==> src/rtl/regfile_wb_pkg.sv <==
// Shared types for the register-file writeback arbiter: entry layout and
// round-robin pointer encoding.
package regfile_wb_pkg;

    localparam int AW_DEF = 5;
    localparam int DW_DEF = 32;

    typedef struct packed {
        logic [AW_DEF-1:0] addr;
        logic [DW_DEF-1:0] data;
    } wb_entry_t;

    typedef enum logic {
        LAST0 = 1'b0,
        LAST1 = 1'b1
    } arb_state_t;

endpackage

==> src/rtl/regfile_wb_arbiter_wb_fifo.sv <==
// DEPTH-entry synchronous FIFO of writeback entries. With WB_PENDING_MASK_EN
// defined it also exposes its storage and per-slot occupancy.
import regfile_wb_pkg::*;

module wb_fifo #(
    parameter int DEPTH = 2
) (
    input  logic                   CLK,
    input  logic                   RST,
    input  logic                   push,
    input  wb_entry_t              push_data,
    input  logic                   pop,
    output wb_entry_t              head,
    output logic                   full,
    output logic                   empty,
    output logic [$clog2(DEPTH):0] count
`ifdef WB_PENDING_MASK_EN
   ,output wb_entry_t              entries [DEPTH]
   ,output logic [DEPTH-1:0]       occ
`endif
);

    localparam int PW = $clog2(DEPTH);
    localparam int CW = PW + 1;

    wb_entry_t         mem [DEPTH];
    logic [PW-1:0]     wr_ptr;
    logic [PW-1:0]     rd_ptr;
    logic              push_ok;
    logic              pop_ok;

    assign full    = (count == CW'(DEPTH));
    assign empty   = (count == '0);
    assign push_ok = push && !full;
    assign pop_ok  = pop && !empty;
    assign head    = mem[rd_ptr];

    // NOTE: sequential state uses non-blocking assignments so every flop
    // samples pre-edge values regardless of statement order.
    always_ff @(posedge CLK or posedge RST) begin
        if (RST) begin
            wr_ptr <= '0;
            rd_ptr <= '0;
            count  <= '0;
        end else begin
            if (push_ok) wr_ptr <= wr_ptr + PW'(1);
            if (pop_ok)  rd_ptr <= rd_ptr + PW'(1);
            case ({push_ok, pop_ok})
                2'b10:   count <= count + CW'(1);
                2'b01:   count <= count - CW'(1);
                default: count <= count;
            endcase
        end
    end

    // NOTE: storage is deliberately not reset; count and pointers define
    // validity, so stale contents are never observed.
    always_ff @(posedge CLK) begin
        if (push_ok) mem[wr_ptr] <= push_data;
    end

`ifdef WB_PENDING_MASK_EN
    assign entries = mem;

    always_comb begin
        occ = '0;
        for (int i = 0; i < DEPTH; i++) begin
            logic [PW-1:0] off;
            off    = PW'(i) - rd_ptr;
            occ[i] = ({1'b0, off} < count);
        end
    end
`endif

endmodule

==> src/rtl/regfile_wb_arbiter.sv <==
// Round-robin arbiter sharing the register file write port between the ALU
// and load writeback sources. Optional Pending_Mask output: WB_PENDING_MASK_EN.
import regfile_wb_pkg::*;

module regfile_wb_arbiter #(
    parameter int DEPTH = 2,
    parameter int AW    = AW_DEF,
    parameter int DW    = DW_DEF
) (
    input  logic          CLK,
    input  logic          RST,
    input  logic          Req0_Valid,
    output logic          Req0_Ready,
    input  logic [AW-1:0] Req0_Addr,
    input  logic [DW-1:0] Req0_Data,
    input  logic          Req1_Valid,
    output logic          Req1_Ready,
    input  logic [AW-1:0] Req1_Addr,
    input  logic [DW-1:0] Req1_Data,
    output logic          Write_Reg,
    output logic [AW-1:0] W_Addr,
    output logic [DW-1:0] W_Data,
    output logic          Idle
`ifdef WB_PENDING_MASK_EN
   ,output logic [31:0]   Pending_Mask
`endif
);

    localparam int CW = $clog2(DEPTH) + 1;

    wb_entry_t       in0, in1, head0, head1, gnt_entry;
    logic            full0, full1, empty0, empty1;
    logic [CW-1:0]   count0, count1;
    logic            grant_valid, grant_src;
    arb_state_t      state, state_next;

    assign in0 = '{addr: Req0_Addr, data: Req0_Data};
    assign in1 = '{addr: Req1_Addr, data: Req1_Data};

`ifdef WB_PENDING_MASK_EN
    wb_entry_t        ent0 [DEPTH];
    wb_entry_t        ent1 [DEPTH];
    logic [DEPTH-1:0] occ0, occ1;
`endif

    wb_fifo #(.DEPTH(DEPTH)) u_fifo0 (
        .CLK(CLK), .RST(RST),
        .push(Req0_Valid), .push_data(in0),
        .pop(grant_valid && !grant_src), .head(head0),
        .full(full0), .empty(empty0), .count(count0)
`ifdef WB_PENDING_MASK_EN
       ,.entries(ent0), .occ(occ0)
`endif
    );

    wb_fifo #(.DEPTH(DEPTH)) u_fifo1 (
        .CLK(CLK), .RST(RST),
        .push(Req1_Valid), .push_data(in1),
        .pop(grant_valid && grant_src), .head(head1),
        .full(full1), .empty(empty1), .count(count1)
`ifdef WB_PENDING_MASK_EN
       ,.entries(ent1), .occ(occ1)
`endif
    );

    assign Req0_Ready = !full0;
    assign Req1_Ready = !full1;
    assign Idle       = (count0 == '0) && (count1 == '0) && !Write_Reg;

    // NOTE: every combinational output gets a default first, so no path
    // through the if-chain can leave a latch behind.
    always_comb begin
        grant_valid = 1'b0;
        grant_src   = 1'b0;
        state_next  = state;
        if (!empty0 && !empty1) begin
            grant_valid = 1'b1;
            grant_src   = (state == LAST0);
        end else if (!empty0) begin
            grant_valid = 1'b1;
            grant_src   = 1'b0;
        end else if (!empty1) begin
            grant_valid = 1'b1;
            grant_src   = 1'b1;
        end
        if (grant_valid) state_next = grant_src ? LAST1 : LAST0;
    end

    assign gnt_entry = grant_src ? head1 : head0;

    always_ff @(posedge CLK or posedge RST) begin
        if (RST) begin
            state     <= LAST1;
            Write_Reg <= 1'b0;
            W_Addr    <= '0;
            W_Data    <= '0;
        end else begin
            state <= state_next;
            if (grant_valid) begin
                // Writes to r0 are consumed but never reach the register file.
                Write_Reg <= (gnt_entry.addr != '0);
                W_Addr    <= gnt_entry.addr;
                W_Data    <= gnt_entry.data;
            end else begin
                Write_Reg <= 1'b0;
            end
        end
    end

`ifdef WB_PENDING_MASK_EN
    always_comb begin
        Pending_Mask = '0;
        for (int i = 0; i < DEPTH; i++) begin
            if (occ0[i]) Pending_Mask[ent0[i].addr] = 1'b1;
            if (occ1[i]) Pending_Mask[ent1[i].addr] = 1'b1;
        end
        if (Write_Reg) Pending_Mask[W_Addr] = 1'b1;
        Pending_Mask[0] = 1'b0;
    end
`endif

endmodule

==> config.mk <==
export PLATFORM = sky130hd
export DESIGN_NAME = regfile_wb_arbiter
export DESIGN_NICKNAME = d
export VERILOG_FILES = /design/src/rtl/regfile_wb_pkg.sv /design/src/rtl/regfile_wb_arbiter_wb_fifo.sv /design/src/rtl/regfile_wb_arbiter.sv
export SDC_FILE = /design/constraint.sdc
export NUM_CORES = 1
export LEC_CHECK = 0
export BUFFER_PORTS_ARGS = -buffer_cell sky130_fd_sc_hd__buf_2
export CORE_ASPECT_RATIO = 2
export CORE_MARGIN = 5
export CORE_UTILIZATION = 40
export CTS_CLUSTER_DIAMETER = 40
export DETAILED_ROUTE_END_ITERATION = 16
export HOLD_SLACK_MARGIN = 0.1
export SYNTH_ARGS = -nofsm -noshare
export SYNTH_HDL_FRONTEND = slang
export SYNTH_HIERARCHICAL = 1
export SYNTH_SLANG_ARGS = --single-unit
==> constraint.sdc <==
create_clock -name CLK -period 7.09 [get_ports CLK]
set_input_delay 0 -clock CLK [delete_from_list [all_inputs] [get_ports CLK]]
set_output_delay 0 -clock CLK [all_outputs]
set_load 0.03 [all_outputs]
Yosys cells after proc, flatten, opt, wreduce, memory -nomap -nowiden. Memories as Yosys holds them, arrays and structs flattened. Cells that the tools add are included.

Output and inout bits: 41. Flip-flop bits (word level): 47. Memories: 2. Bits in writable memories: 148. Input port bits: 78.

Mux-type cells: 14. Eq/ne operators: 6. Reductions and logical operators: 20. $add $sub $neg: 8. Bitwise gates (word level): 1.

Memory list: u_fifo0.mem (words 2, bits a word 37, rd ports 1, clocked after Yosys merged registers in 0, write ports 1, RTL line regfile_wb_arbiter_wb_fifo.sv:26) `wb_entry_t mem [DEPTH];`; u_fifo1.mem (words 2, bits a word 37, rd ports 1, clocked after Yosys merged registers in 0, write ports 1, RTL line regfile_wb_arbiter_wb_fifo.sv:26).

Operators by type and width (count): $mux W37 (1); $mux W1 (11); $logic_and A1 B1 Y1 (9); $eq A2 B2 Y1 const B (4); $pmux W2 S2 (2); $logic_not A1 Y1 (6); $reduce_bool A5 Y1 (1); $add A1 B1 Y1 const B (4); $add A2 B1 Y2 const B (2); $eq A2 B1 Y1 const B (2); $logic_not A2 Y1 (2); $reduce_bool A2 Y1 (2); $sub A2 B1 Y2 const B (2); $not A1 Y1 (1).

Longest topological paths before layout.
Depth in word-level cells: 9. Gate-level depth with buffers: 10.

Hierarchy. Netlist, hierarchy kept.

By module, submodules not included: wb_fifo (area each 2952.8 µm², instances 2, cells each 134); regfile_wb_arbiter (area each 1824.2 µm², instances 1, cells each 155).

Worst setup path before layout. Ideal clock, no wire load.

Kind: register -> register. Start point: register u_fifo1.count[0]. End point: memory u_fifo1/mem[0][0] (netlist name) (enable). Arrival time: 2211 ps. Cell stages (with the launch flop): 4. Library setup time: 431 ps. Clock period less this slack: 2642 ps. Setup slack: 4448 ps. Path through: dfrtp_1 -> nand2b_1 -> nand2_1 -> nor2_1.

Word-level cells in the longest chain between the ends: 5.

RTL lines: start: declaration (RTL line regfile_wb_arbiter_wb_fifo.sv:16) `output logic [$clog2(DEPTH):0] count`; start signal: assignment (RTL line regfile_wb_arbiter_wb_fifo.sv:49) `2'b10: count <= count + CW'(1);`; start signal: assignment (RTL line regfile_wb_arbiter_wb_fifo.sv:50) `2'b01: count <= count - CW'(1);`; start signal: assignment (RTL line regfile_wb_arbiter_wb_fifo.sv:51) `default: count <= count;`; $eq A2 B2 Y1 (RTL line regfile_wb_arbiter_wb_fifo.sv:32) `assign full = (count == CW'(DEPTH));`; $logic_not A1 Y1 (RTL line regfile_wb_arbiter_wb_fifo.sv:34) `assign push_ok = push && !full;`; $logic_and A1 B1 Y1 (RTL line regfile_wb_arbiter_wb_fifo.sv:34); $mux W1 (RTL line regfile_wb_arbiter_wb_fifo.sv:59) `if (push_ok) mem[wr_ptr] <= push_data;`; $mux W1 (implied by the code) (RTL line regfile_wb_arbiter_wb_fifo.sv:59); end: declaration (RTL line regfile_wb_arbiter_wb_fifo.sv:26).

No other way between the ends.

Worst setup path in the final report.
Start point: register u_fifo1.count[1]. End point: register u_fifo0.count[1].

Word-level cells in the longest chain between the ends: 9. Elaborated cells between the ends (all ways): 15. Those cells by class: eq/ne (2); mux (6); reduce/logical (7).

RTL lines: $logic_not A2 Y1 (*) (RTL line regfile_wb_arbiter_wb_fifo.sv:33) `assign empty = (count == '0);`; named net empty1 (RTL line regfile_wb_arbiter.sv:32) `logic full0, full1, empty0, empty1;`; $mux W1 or $logic_not A1 Y1 (tied branches) (RTL line regfile_wb_arbiter.sv:82, regfile_wb_arbiter.sv:76); $mux W1 or $logic_and A1 B1 Y1 (tied branches) (RTL line regfile_wb_arbiter.sv:79, regfile_wb_arbiter.sv:76); $mux W1 (RTL line regfile_wb_arbiter.sv:76) `if (!empty0 && !empty1) begin`; $logic_not A1 Y1 (RTL line regfile_wb_arbiter.sv:49) `.pop(grant_valid && !grant_src), .head(head0),`; $logic_and A1 B1 Y1 (*) (RTL line regfile_wb_arbiter.sv:49); $logic_and A1 B1 Y1 (*) (RTL line regfile_wb_arbiter_wb_fifo.sv:35) `assign pop_ok = pop && !empty;`; named net u_fifo0.pop_ok (RTL line regfile_wb_arbiter_wb_fifo.sv:30) `logic pop_ok;`; $eq A2 B1 Y1 or $eq A2 B2 Y1 (tied branches) (RTL line regfile_wb_arbiter_wb_fifo.sv:48) `case ({push_ok, pop_ok})`; $pmux W2 S2 or $reduce_bool A2 Y1 (tied branches); end signal: assignment (RTL line regfile_wb_arbiter_wb_fifo.sv:49); end signal: assignment (RTL line regfile_wb_arbiter_wb_fifo.sv:50); end signal: assignment (RTL line regfile_wb_arbiter_wb_fifo.sv:51); end: declaration (RTL line regfile_wb_arbiter_wb_fifo.sv:16).

Mark *: on every way through the listed nets, which the timed path passes. The rest lies on a longest branch. A chain may end at the register's enable or synchronous reset.

==> results.toml <==
[outcome]
run_status = "completed"

[synth]
synth_edf_count = 148
synth_cells = 423
mean_post_synth_cell_area_sq_um = 18.3
async_flop_share = 0.241
yosysSeqAreaShare = 0.727
ys_warn_count = 6
dominantRegCellSynth = "sky130_fd_sc_hd__edfxtp_1"
yosys_register_bits = 195
synth_cell_type_count = 32
mappedNetlistNets = 503
post_synth_instance_area_sq_um = 7730

[floorplan]
num_io_pins = 119
die_x_um = 108
die-area_sq_um = 22400
die_h_um = 207
floorplan.initialDensity = 0.403
fp-row-count = 72
floorplan_core_area_sq_um = 19200

[clock_tree]
cts_buffers = 17
insertion_delay_ns = 0.43
clkSlewWorstSetupHoldPaths_ns = 0.07
clock_sinks = 195
h-tree-depth = 4
cts_root_buffer = "sky130_fd_sc_hd__clkbuf_16"
tritoncts = "built"
post_cts_buffers = 0
cts-root-to-sink-buffers = 2

[power_and_ir_drop]
cell_internal_pwr_w = 0.00285
power.density_cell_area_nw_per_um2 = 446
leakage_nw = 3.99
netSwitchingPower_w = 0.00156
power_share_of_the_combinational_group = 0.361
peakVddDrop_mv = 0.209
sequentialPowerShare = 0.423
clock_power_share = 0.217
power.switching_fraction = 0.354

[final_layout]
diodes = 0
layout-area-overhead-vs-synth_pct = 28.1
post-route-cell-area_sq_um = 9900
multiInputGateArea_sq_um = 1950
final-seq-area_sq_um = 5620
final_layout_size_suffix_gt1_frac = 0.384
final_cells = 890
fillCellCount = 1606
final_net_count = 698

[sta]
tightestPinTransition_ns = 1.20
finalSetupViolCount = 0
fin_worst_skew_ns = 0.00974
period_minus_slack_ns = 3.46
maximum_achievable_frequency_mhz = 289
finalHoldWorstSlack_ns = 0.290
rsz0062_at_grt = "no"
min_period_over_period = 0.488
tns_ns = 0
final_hold_violations = 0
finalMaxSlewViolations = 0
slew_headroom = 0.198

[setup_path]
timing_worst_setup_path_type = "register to register"
timing.critical_path.to_type = "register"
start_kind = "register"
cp_max_fo = 43
arrival_ns = 3.76
r2r.worst_path.cells = 8
required_ns = 7.40

[route]
routed_via_count = 4411
route.final.wire_length_mm = 17.7
antenna_left = 0
vias_per_cell = 4.96
drt_iter0_drc = 250
drt-wirelength-per-cell_um = 19.9
post-route-drc-count = 0
detail_route.first_pass.iterations = 4

[placement]
hpwlAfterDp_mm = 11.4
gp_congestion = 0.794
placement.io_buffers = 118
placed_cells_incl_taps = 780
postPlaceCellArea_sq_um = 8540

[global_route]
largest_net_degree_at_the_start_of_global_routing = 44
grt_util_all_layers = 0.162
antenna_found_initial = 0
overflow = 0
grt_first_pass_wirelength_mm = 26.6
number_of_global_route_vias_before_repair = 4830

[worst_hold_path]
whs_path_depth = 2
hp-class = "input port to register"

[run]
maxCapViolations = 0
-- cell usage in the layout (no fill, tap or decap), types with 2 or more instances in the layout --
cell / count
sky130_fd_sc_hd__nor2_4: 5
sky130_fd_sc_hd__dlygate4sd3_1: 78
sky130_fd_sc_hd__clkbuf_1: 4
sky130_fd_sc_hd__xor2_1: 4
sky130_fd_sc_hd__ha_1: 2
sky130_fd_sc_hd__buf_2: 118
sky130_fd_sc_hd__nand3_1: 5
sky130_fd_sc_hd__nor2_1: 8
sky130_fd_sc_hd__nand2b_1: 3
sky130_fd_sc_hd__o21ai_0: 5
sky130_fd_sc_hd__clkbuf_16: 18
sky130_fd_sc_hd__dfrtp_1: 44
sky130_fd_sc_hd__a221o_1: 32
sky130_fd_sc_hd__a31oi_1: 4
sky130_fd_sc_hd__nor4_1: 2
sky130_fd_sc_hd__and3_2: 3
sky130_fd_sc_hd__inv_6: 4
sky130_fd_sc_hd__mux2_2: 34
sky130_fd_sc_hd__edfxtp_1: 148
sky130_fd_sc_hd__clkinv_2: 2
sky130_fd_sc_hd__and3_1: 32
sky130_fd_sc_hd__dfrtp_2: 2
sky130_fd_sc_hd__mux2_4: 40
sky130_fd_sc_hd__a311o_2: 2
sky130_fd_sc_hd__nand2_1: 2
sky130_fd_sc_hd__inv_1: 7
sky130_fd_sc_hd__buf_4: 3
sky130_fd_sc_hd__bufinv_16: 2
sky130_fd_sc_hd__xnor2_1: 6
sky130_fd_sc_hd__nor2b_2: 2
-- cell usage after synthesis (3+ instances only) --
master                       n  share of area
sky130_fd_sc_hd__buf_2       5         0.0032
sky130_fd_sc_hd__xnor2_1     6         0.0068
sky130_fd_sc_hd__edfxtp_1  148           0.57
sky130_fd_sc_hd__buf_6      10          0.015
sky130_fd_sc_hd__nand2b_1    3         0.0024
sky130_fd_sc_hd__mux2_2     34          0.050
sky130_fd_sc_hd__o21ai_0     5         0.0032
sky130_fd_sc_hd__inv_1       8         0.0039
sky130_fd_sc_hd__nor2_1     12         0.0058
sky130_fd_sc_hd__a221o_1    32          0.041
sky130_fd_sc_hd__mux2_4     40          0.078
sky130_fd_sc_hd__nand3_1     5         0.0032
sky130_fd_sc_hd__clkbuf_1    6         0.0029
sky130_fd_sc_hd__and3_1     34          0.028
sky130_fd_sc_hd__dfrtp_1    46           0.15
sky130_fd_sc_hd__xor2_1      4         0.0045
sky130_fd_sc_hd__a31oi_1     4         0.0032
-- critical path, cell delays in order, from the launching register on --
cell	delay [ns]
sky130_fd_sc_hd__dfrtp_1	0.44
sky130_fd_sc_hd__nor2_4	0.77
sky130_fd_sc_hd__inv_1	0.34
sky130_fd_sc_hd__a21boi_4	0.93
sky130_fd_sc_hd__nor2b_2	0.34
sky130_fd_sc_hd__ha_1	0.18
sky130_fd_sc_hd__xnor2_1	0.13
sky130_fd_sc_hd__nor2_1	0.07
sky130_fd_sc_hd__xor2_1	0.14
-- state kept, by name, indices dropped and copies added (netlist names), 2 cells and up --
signal	count
u_fifo0/mem	74
u_fifo1/mem	74
W_Data	32
W_Addr	5
u_fifo0/count	2
u_fifo1/count	2
-- power by group through the flow --
stage | Clock (W) | Combinational, W | Sequential, W
2_1_floorplan | 0 | 0.00106 | 0.00196
4_1_cts | 0.000978 | 0.00161 | 0.00187
3_5_place_dp | 0 | 0.00157 | 0.00190
6_report | 0.000956 | 0.00159 | 0.00186
3_3_place_gp | 0 | 0.00152 | 0.00188
5_1_grt | 0.00102 | 0.00169 | 0.00190
-- final timing paths --
kind | to | start | slack, ns
setup / recovery | u_fifo0/count[1] | u_fifo1/count[1] | 3.63
hold / removal | u_fifo0/mem[1][3] | Req0_Data[3] | 0.29
setup reg to reg | u_fifo0/count[1] | u_fifo1/count[1] | 3.63
hold reg to reg | u_fifo0/wr_ptr | u_fifo0/wr_ptr | 0.56
max in group asynchronous | W_Data[24] | RST | 6.17
min in group asynchronous | W_Addr[0] | RST | 0.34
-- logic make-up (layout without fill, tap and decap cells) --
group | Yosys count | count (layout) | synth area share
fa+ha+maj | 2 | 2 | 0.00324
xor+xnor | 10 | 10 | 0.0113
compound gates | 45 | 45 | 0.0542
mux | 74 | 74 | 0.127
buf+inv | 31 | 239 | 0.0259
flops | 195 | 195 | 0.727
simple gates | 66 | 66 | 0.0508
-- routing by layer --
metal	up-vias	global-route usage	wire length (um)
met1	2238	0.172	6540
li1	2042	-	-
met5	-	0	0
met2	109	0.314	10200
met4	0	0.0587	317
met3	22	0.0277	678
-- what timing repair did --
item,in CTS,in global routing
setup endpoints to repair,0,0
endpoints found under the hold margin,196,0
hold buffers,78,0
resized for setup,0,0
-- area by class of cell --
cell class / instances / share of cell area
Sequential cell: 195 / 0.568
Multi-Input combinational cell: 197 / 0.196
Timing Repair Buffer: 199 / 0.141
Clock buffer: 22 / 0.0470
Tap cell: 259 / 0.0327
Clock inverter: 10 / 0.0123
Inverter: 8 / 0.00303
-- metrics by stage --
stage / setup slack [ns] / utilization / power [W]
2_1_floorplan: 4.45 / - / 0.00303
3_3_place_gp: 3.82 / 0.445 / 0.00340
3_5_place_dp: 3.68 / 0.445 / 0.00347
4_1_cts: 3.66 / 0.516 / 0.00446
5_1_grt: 3.46 / 0.516 / 0.00462
6_report: 3.63 / 0.516 / 0.00441
Power figures use the tool's default switching activity.
